$ cat src/rtl/guvm_wb_arbiter.sv
// Two-master Wishbone arbiter: round-robin grant per bus cycle, locked while the
// owner holds cyc, with a stalled-strobe timeout that answers the owner with err.
//
// state | meaning
// IDLE  | no master owns the slave port
// GNT0  | master 0 (core) owns the slave port
// GNT1  | master 1 (bench loader) owns the slave port
module guvm_wb_arbiter #(
    parameter int unsigned TIMEOUT = 64
) (
    input  logic         i_clk,
    input  logic         i_rst_n,
    input  logic         i_m0_cyc,
    input  logic         i_m0_stb,
    input  logic         i_m0_we,
    input  logic [31:0]  i_m0_adr,
    input  logic [15:0]  i_m0_sel,
    input  logic [127:0] i_m0_dat,
    output logic [127:0] o_m0_dat,
    output logic         o_m0_ack,
    output logic         o_m0_err,
    input  logic         i_m1_cyc,
    input  logic         i_m1_stb,
    input  logic         i_m1_we,
    input  logic [31:0]  i_m1_adr,
    input  logic [15:0]  i_m1_sel,
    input  logic [127:0] i_m1_dat,
    output logic [127:0] o_m1_dat,
    output logic         o_m1_ack,
    output logic         o_m1_err,
    output logic         o_s_cyc,
    output logic         o_s_stb,
    output logic         o_s_we,
    output logic [31:0]  o_s_adr,
    output logic [15:0]  o_s_sel,
    output logic [127:0] o_s_dat,
    input  logic [127:0] i_s_dat,
    input  logic         i_s_ack,
    input  logic         i_s_err,
    output logic [1:0]   o_gnt
);

    typedef enum logic [1:0] {
        IDLE = 2'd0,
        GNT0 = 2'd1,
        GNT1 = 2'd2
    } state_t;

    localparam logic [9:0] CNT_LAST = 10'(TIMEOUT - 1);

    state_t      state_q, state_d;
    logic        last_q, last_d;
    logic [9:0]  cnt_q, cnt_d;
    logic        to_err_q, to_err_d;
    logic [1:0]  gnt_q, gnt_d;

    // Slave request mux; the strobe is withheld during the timeout-error cycle.
    always_comb begin
        o_s_cyc = 1'b0;
        o_s_stb = 1'b0;
        o_s_we  = 1'b0;
        o_s_adr = '0;
        o_s_sel = '0;
        o_s_dat = '0;
        case (state_q)
            GNT0: begin
                o_s_cyc = i_m0_cyc;
                o_s_stb = i_m0_stb & ~to_err_q;
                o_s_we  = i_m0_we;
                o_s_adr = i_m0_adr;
                o_s_sel = i_m0_sel;
                o_s_dat = i_m0_dat;
            end
            GNT1: begin
                o_s_cyc = i_m1_cyc;
                o_s_stb = i_m1_stb & ~to_err_q;
                o_s_we  = i_m1_we;
                o_s_adr = i_m1_adr;
                o_s_sel = i_m1_sel;
                o_s_dat = i_m1_dat;
            end
            default: ;
        endcase
    end

    assign o_m0_ack = (state_q == GNT0) & i_s_ack;
    assign o_m0_err = (state_q == GNT0) & (i_s_err | to_err_q);
    assign o_m0_dat = (state_q == GNT0) ? i_s_dat : '0;
    assign o_m1_ack = (state_q == GNT1) & i_s_ack;
    assign o_m1_err = (state_q == GNT1) & (i_s_err | to_err_q);
    assign o_m1_dat = (state_q == GNT1) ? i_s_dat : '0;
    assign o_gnt    = gnt_q;

    always_comb begin
        state_d = state_q;
        last_d  = last_q;
        case (state_q)
            IDLE: begin
                if (i_m0_cyc && i_m1_cyc) state_d = last_q ? GNT0 : GNT1;
                else if (i_m0_cyc)        state_d = GNT0;
                else if (i_m1_cyc)        state_d = GNT1;
            end
            GNT0: begin
                if (!i_m0_cyc) begin
                    last_d  = 1'b0;
                    state_d = i_m1_cyc ? GNT1 : IDLE;
                end
            end
            GNT1: begin
                if (!i_m1_cyc) begin
                    last_d  = 1'b1;
                    state_d = i_m0_cyc ? GNT0 : IDLE;
                end
            end
            default: state_d = IDLE;
        endcase
    end

    // A slave response in the last counted cycle clears the count, so ack wins over timeout.
    always_comb begin
        cnt_d    = cnt_q;
        to_err_d = 1'b0;
        if (state_q == IDLE || state_d != state_q || i_s_ack || i_s_err) begin
            cnt_d = '0;
        end else if (o_s_stb) begin
            if (cnt_q == CNT_LAST) begin
                cnt_d    = '0;
                to_err_d = 1'b1;
            end else begin
                cnt_d = cnt_q + 10'd1;
            end
        end
    end

    always_comb begin
        case (state_d)
            GNT0:    gnt_d = 2'b01;
            GNT1:    gnt_d = 2'b10;
            default: gnt_d = 2'b00;
        endcase
    end

    always_ff @(posedge i_clk or negedge i_rst_n) begin
        if (!i_rst_n) begin
            state_q  <= IDLE;
            last_q   <= 1'b1;
            cnt_q    <= '0;
            to_err_q <= 1'b0;
            gnt_q    <= 2'b00;
        end else begin
            state_q  <= state_d;
            last_q   <= last_d;
            cnt_q    <= cnt_d;
            to_err_q <= to_err_d;
            gnt_q    <= gnt_d;
        end
    end

endmodule
$ cat config.mk
export PLATFORM = sky130hd
export DESIGN_NAME = guvm_wb_arbiter
export DESIGN_NICKNAME = d
export VERILOG_FILES = /design/src/rtl/guvm_wb_arbiter.sv
export SDC_FILE = /design/constraint.sdc
export NUM_CORES = 1
export LEC_CHECK = 0
export CAP_MARGIN = 20
export CORE_AREA = 2 2 362 364
export CTS_CLUSTER_DIAMETER = 40
export CTS_CLUSTER_SIZE = 14
export DETAILED_ROUTE_END_ITERATION = 7
export DIE_AREA = 0 0 364 366
export DONT_BUFFER_PORTS = 1
export SYNTH_ARGS = -nofsm -noshare
export SYNTH_HDL_FRONTEND = slang
export SYNTH_SLANG_ARGS = --single-unit
$ cat constraint.sdc
create_clock -name i_clk -period 4.4 [get_ports i_clk]
set_clock_uncertainty 0.05 [all_clocks]
set_input_delay 0.88 -clock i_clk [delete_from_list [all_inputs] [get_ports i_clk]]
set_output_delay 0.88 -clock i_clk [all_outputs]
set_load 0.01 [all_outputs]
---- After elaboration in Yosys (flattened, before gate mapping) ----
Index checks and enable logic that the tools add are counted.
storage, ports and cells
  flip-flop bits (word level) ............. 16
  bits of input ports ..................... 490
  output and inout port bits .............. 441
  logic and storage cells ................. 57
cells by class
  add/subtract/negate cells ............... 1
  equal/unequal tests ..................... 8
  multiplexer cells ....................... 27
  bitwise gates (word level) .............. 8
  reductions and logical operators ........ 8
operator list
  operator                                         count
  two-way mux 128 bit                              2
  case mux 128 bit (2 select lines)                1
  case mux 32 bit (2 select lines)                 1
  case mux 16 bit (2 select lines)                 1
  two-way mux 10 bit                               3
  two-way mux 2 bit                                7
  adder 10 x 1 -> 10 bit (second input constant)   1
  == test 10 x 6 -> 1 bit (second input constant)  1
  case mux 1 bit (2 select lines)                  4
  AND 1 bit                                        6
  two-way mux 1 bit                                6
  case mux 2 bit (3 select lines)                  1
  == test 2 x 1 -> 1 bit (second input constant)   2
  == test 2 bit (second input constant)            2
  inequality test 2 bit (second input constant)    2
  case mux 2 bit (2 select lines)                  1
  nonzero test 2 bit                               2
  logical OR 1 bit                                 3
  AND reduction 3 bit                              1
  logical NOT 2 bit                                1
  inequality test 2 bit                            1
  logical AND 1 bit                                1
  inverter 1 bit                                   1
  OR 1 bit                                         1

---- Longest topological paths before layout ----
  depth after elaboration ................. 9
  mapped depth ............................ 8
  mapped depth without buffers ............ 7

---- Worst setup path after synthesis ----
No wires, ideal clock.
  kind .................................... flip-flop to output port
  start ................................... register state_q[1]
  end ..................................... output port o_m0_dat[118]
  data arrival time ....................... 1.830 ns
  setup slack ............................. 1.640 ns
  cell stages (with the launch flop) ...... 8
  path buffers ............................ 4
  path through ............................ dfrtp_1 -> inv_1 -> ha_1 -> clkbuf_1 -> clkbuf_1 -> clkbuf_1 -> clkbuf_1 -> and2_1
on the way
  cells in the longest elaborated chain, start to end .. 2
RTL lines
  what                    RTL line  RTL
  from (decl)             51        state_t state_q, state_d;
  from (signal assigned)  151       state_q <= state_d;
  == test 2 x 1 -> 1 bit  88        assign o_m0_dat = (state_q == GNT0) ? i_s_dat : '0;
  two-way mux 128 bit     88
  to (decl)               19        output logic [127:0] o_m0_dat,
Every way passes these cells.

---- Worst setup path in the final report ----
  start ................................... register state_q[1]
  end ..................................... output port o_s_dat[65]
on the way
  cells in the longest elaborated chain, start to end .. 2
RTL lines
  what                                                     RTL line  RTL
  == test 2 bit or == test 2 x 1 -> 1 bit (tied branches)  65        case (state_q)
  case mux 128 bit (2 select lines) *                      65
  to (decl)                                                36        output logic [127:0] o_s_dat,
Every way passes the cells marked *; elsewhere a longest branch is shown, timed or not.

==> run summary <==
Die Ht - 366 um
DR iter-0 viols - 888
Avg Cell Area, Syn - 6.71 um^2
post-synthesis simple-gate area fraction - 0.541
Die Wd - 364 um
Routability Congestion - 1.26
global route total overflow - 0
final worst-path setup slack - 770 ps
# Post-CTS Setup Buffers - 0
final net count - 1,334
largest net degree at the start of global routing - 91
Placed Area - 8270 um^2
Comb power frac - 0.936
WS Path Type - reg2out
Internal Dissipation - 2.01 mW
GRT Overall Usage - 0.128
FFs w/ async S/R, synth - 1.00
Rel. slew slack - 0.353
DR vias - 7,760
critical path required time - 3470 ps
CTS clk-pin slew, worst paths - 50 ps
sequential area share after synthesis - 0.0728
Clk pwr share - 0.029
area grow syn2layout - 54.1%
Synth Instances - 822
depth of the CTS H-tree - 1
CTS tree - done
number of port buffers - 0
Top FF cell, synth - dfrtp_1
drt wl/cell - 34.5 um
Top Layer Used - met5
Max Cap Violations - 0
initial antenna violation count - 81
fmax - 0.275 GHz
hold-fix buffers at CTS - 0
Placement Rows - 132
DR DRC count - 0
Num CTS Buffers - 3
vias in the first global route - 6,666
final antenna-violating net count - 0
Distinct cells, synth - 48
setup_tns - 0 ps
WL met2 - 41,100 um
largest family of logic cells by synthesized area - simple AND/OR/NAND/NOR gates
Slew Limit Fails - 0
Tcrit/Tclk final - 0.825
Critical Path End Type - output pin
Routed WL - 91,100 um
#FFs+latches synth - 16
XOR/XNOR share of the synthesized area - 0.00476
met3 wire length - 13,200 um
crit path DAT - 2700 ps
CP startpoint kind - flip-flop
unrepaired setup endpoints after global routing - no
most common cell after layout, fill and taps aside - and2_1
clk sinks - 16
via/cell ratio - 2.94
min cycle time layout - 3630 ps
core area - 129,000 um^2
Ys Warns - 0
mapped cell area - 5520 um^2
status - finished, final reports clean
Flop pwr share - 0.034
commonest non-fill, non-tap cells in the layout - and2_1, a22oi_1, nor2b_1
Design Area, Final - 8500 um^2
Max IR drop VDD - 0.361 mV
Gates resized, CTS repair - 0
EDFF count, synth - 0
share of layout cells above drive strength 1 - 0.147
wire length on met1 - 33,800 um
clock latency on the worst-skew pair - 250 ps
R2R cell count - 6
Mapped Nets - 1,318
post-place setup slack - 1070 ps
Psw - 4.10 mW
global-route wire length before repair - 104,000 um
post-synthesis mux area share - 0.00567
DR pass1 iterations - 8
Sw Share - 0.671
CTS root buffer - clkbuf_16
area share of fa/ha/maj cells after synthesis - 0.0136
die area - 133,000 um^2
I/O pin cnt - 931
Max clock buf depth - 2
Synth Area in Compound Gates - 0.291
crit path max fanout - 38
Lkg Pwr - 2.36 nW
# setup viols final - 0
dpl hpwl - 84,200 um
hold crit path type - in2async
Worst-Margin Slew - 969 ps
Hold Vio Cnt, Final - 0
PwrDens - 719 nW/um^2
Starting Density - 0.0428
## final timing paths
path | startpoint | endpoint | slack [ps]
min | i_rst_n | cnt_q[8]$_DFFE_PN0P_ | 280
min in group i_clk | last_q$_DFFE_PN1P_ | last_q$_DFFE_PN1P_ | 470
max reg2reg | state_q[0]$_DFF_PN0_ | to_err_q$_DFF_PN0_ | 1590
max in group asynchronous | i_rst_n | last_q$_DFFE_PN1P_ | 3840
min reg2reg | last_q$_DFFE_PN1P_ | last_q$_DFFE_PN1P_ | 470
max | state_q[1]$_DFF_PN0_ | o_s_dat[65] | 770
## per-stage QoR
| step | util | hold WS [ps] | instances | power (mW) |
|---|---|---|---|---|
| finish | 0.0659 | 278 | 2641 | 6.11 |
| global route | 0.0653 | 271 | 2608 | 6.49 |
| detailed placement | 0.0641 | 469 | 2575 | 6.03 |
| floorplan | - | 443 | 822 | 3.18 |
| CTS | 0.0647 | 276 | 2579 | 6.22 |
| global placement | 0.0641 | 455 | 2575 | 5.94 |
## kinds of logic (layout without fill, tap and decap cells)
kind of cell | after synthesis | after routing
adders and majority gates | 6 | 6
buffers and inverters | 100 | 115
and+or+nand+nor | 481 | 481
muxes | 3 | 3
AOI/OAI and AO/OA | 213 | 213
xor gates and xnor gates | 3 | 3
other | 0 | 62
DFF | 16 | 16
## worst max-delay path, stage by stage, from the launching register on
cell and delay [ps]:
dfrtp_1 490, inv_1 210, ha_4 430, buf_12 260, buf_4 270, a22oi_1 110, nor2b_1 590
## routing by layer
metal | vias to the layer above | track usage
met2 | 821 | 0.203
met5 | - | 0.00545
met3 | 177 | 0.0785
met4 | 60 | 0.0335
met1 | 3755 | 0.141
li1 | 2947 | -
## flip-flops by register name, summed over array words and instances, names as in the netlist
signal and flops:
cnt_q 10, o_gnt 2, to_err_q 1, state_q 2, last_q 1
## cell type report
class                      instances  area [um^2]
fill                           15200       120000
multi-input combinational        706         4780
tap                             1742         2180
timing repair buffer             106          891
sequential                        16          402
antenna                           62          155
clock buffer                       4         78.8
inverter                           5         18.8
## synth_stat cells (2+ instances only)
master,instances,area share
and3_1,2,0.0023
buf_2,4,0.0036
dfrtp_1,15,0.068
mux2i_1,2,0.0036
a211oi_1,4,0.0054
a22oi_1,179,0.24
o21ai_0,5,0.0045
buf_4,2,0.0027
a21o_1,3,0.0041
o21a_1,2,0.0027
nor2b_1,183,0.21
or3_1,2,0.0023
nand4_1,3,0.0034
nor3_1,2,0.0018
inv_1,5,0.0034
and2_1,261,0.30
nor3b_1,2,0.0027
nand2_1,8,0.0054
a221oi_1,5,0.0079
clkbuf_1,89,0.061
nor2_1,4,0.0027
a2111oi_0,2,0.0032
nand2b_1,2,0.0023
xor2_1,2,0.0032
nand3_1,6,0.0054
ha_1,6,0.014
## power groups by stage
stage          Clock [mW]  Sequential [mW]  Combinational (mW)
6_report            0.180            0.209                5.72
5_1_grt             0.188            0.212                6.09
4_1_cts             0.181            0.207                5.84
3_5_place_dp            0            0.210                5.82
3_3_place_gp            0            0.208                5.74
2_1_floorplan           0            0.194                2.99
No activity file was read; power rests on OpenSTA's default activity.
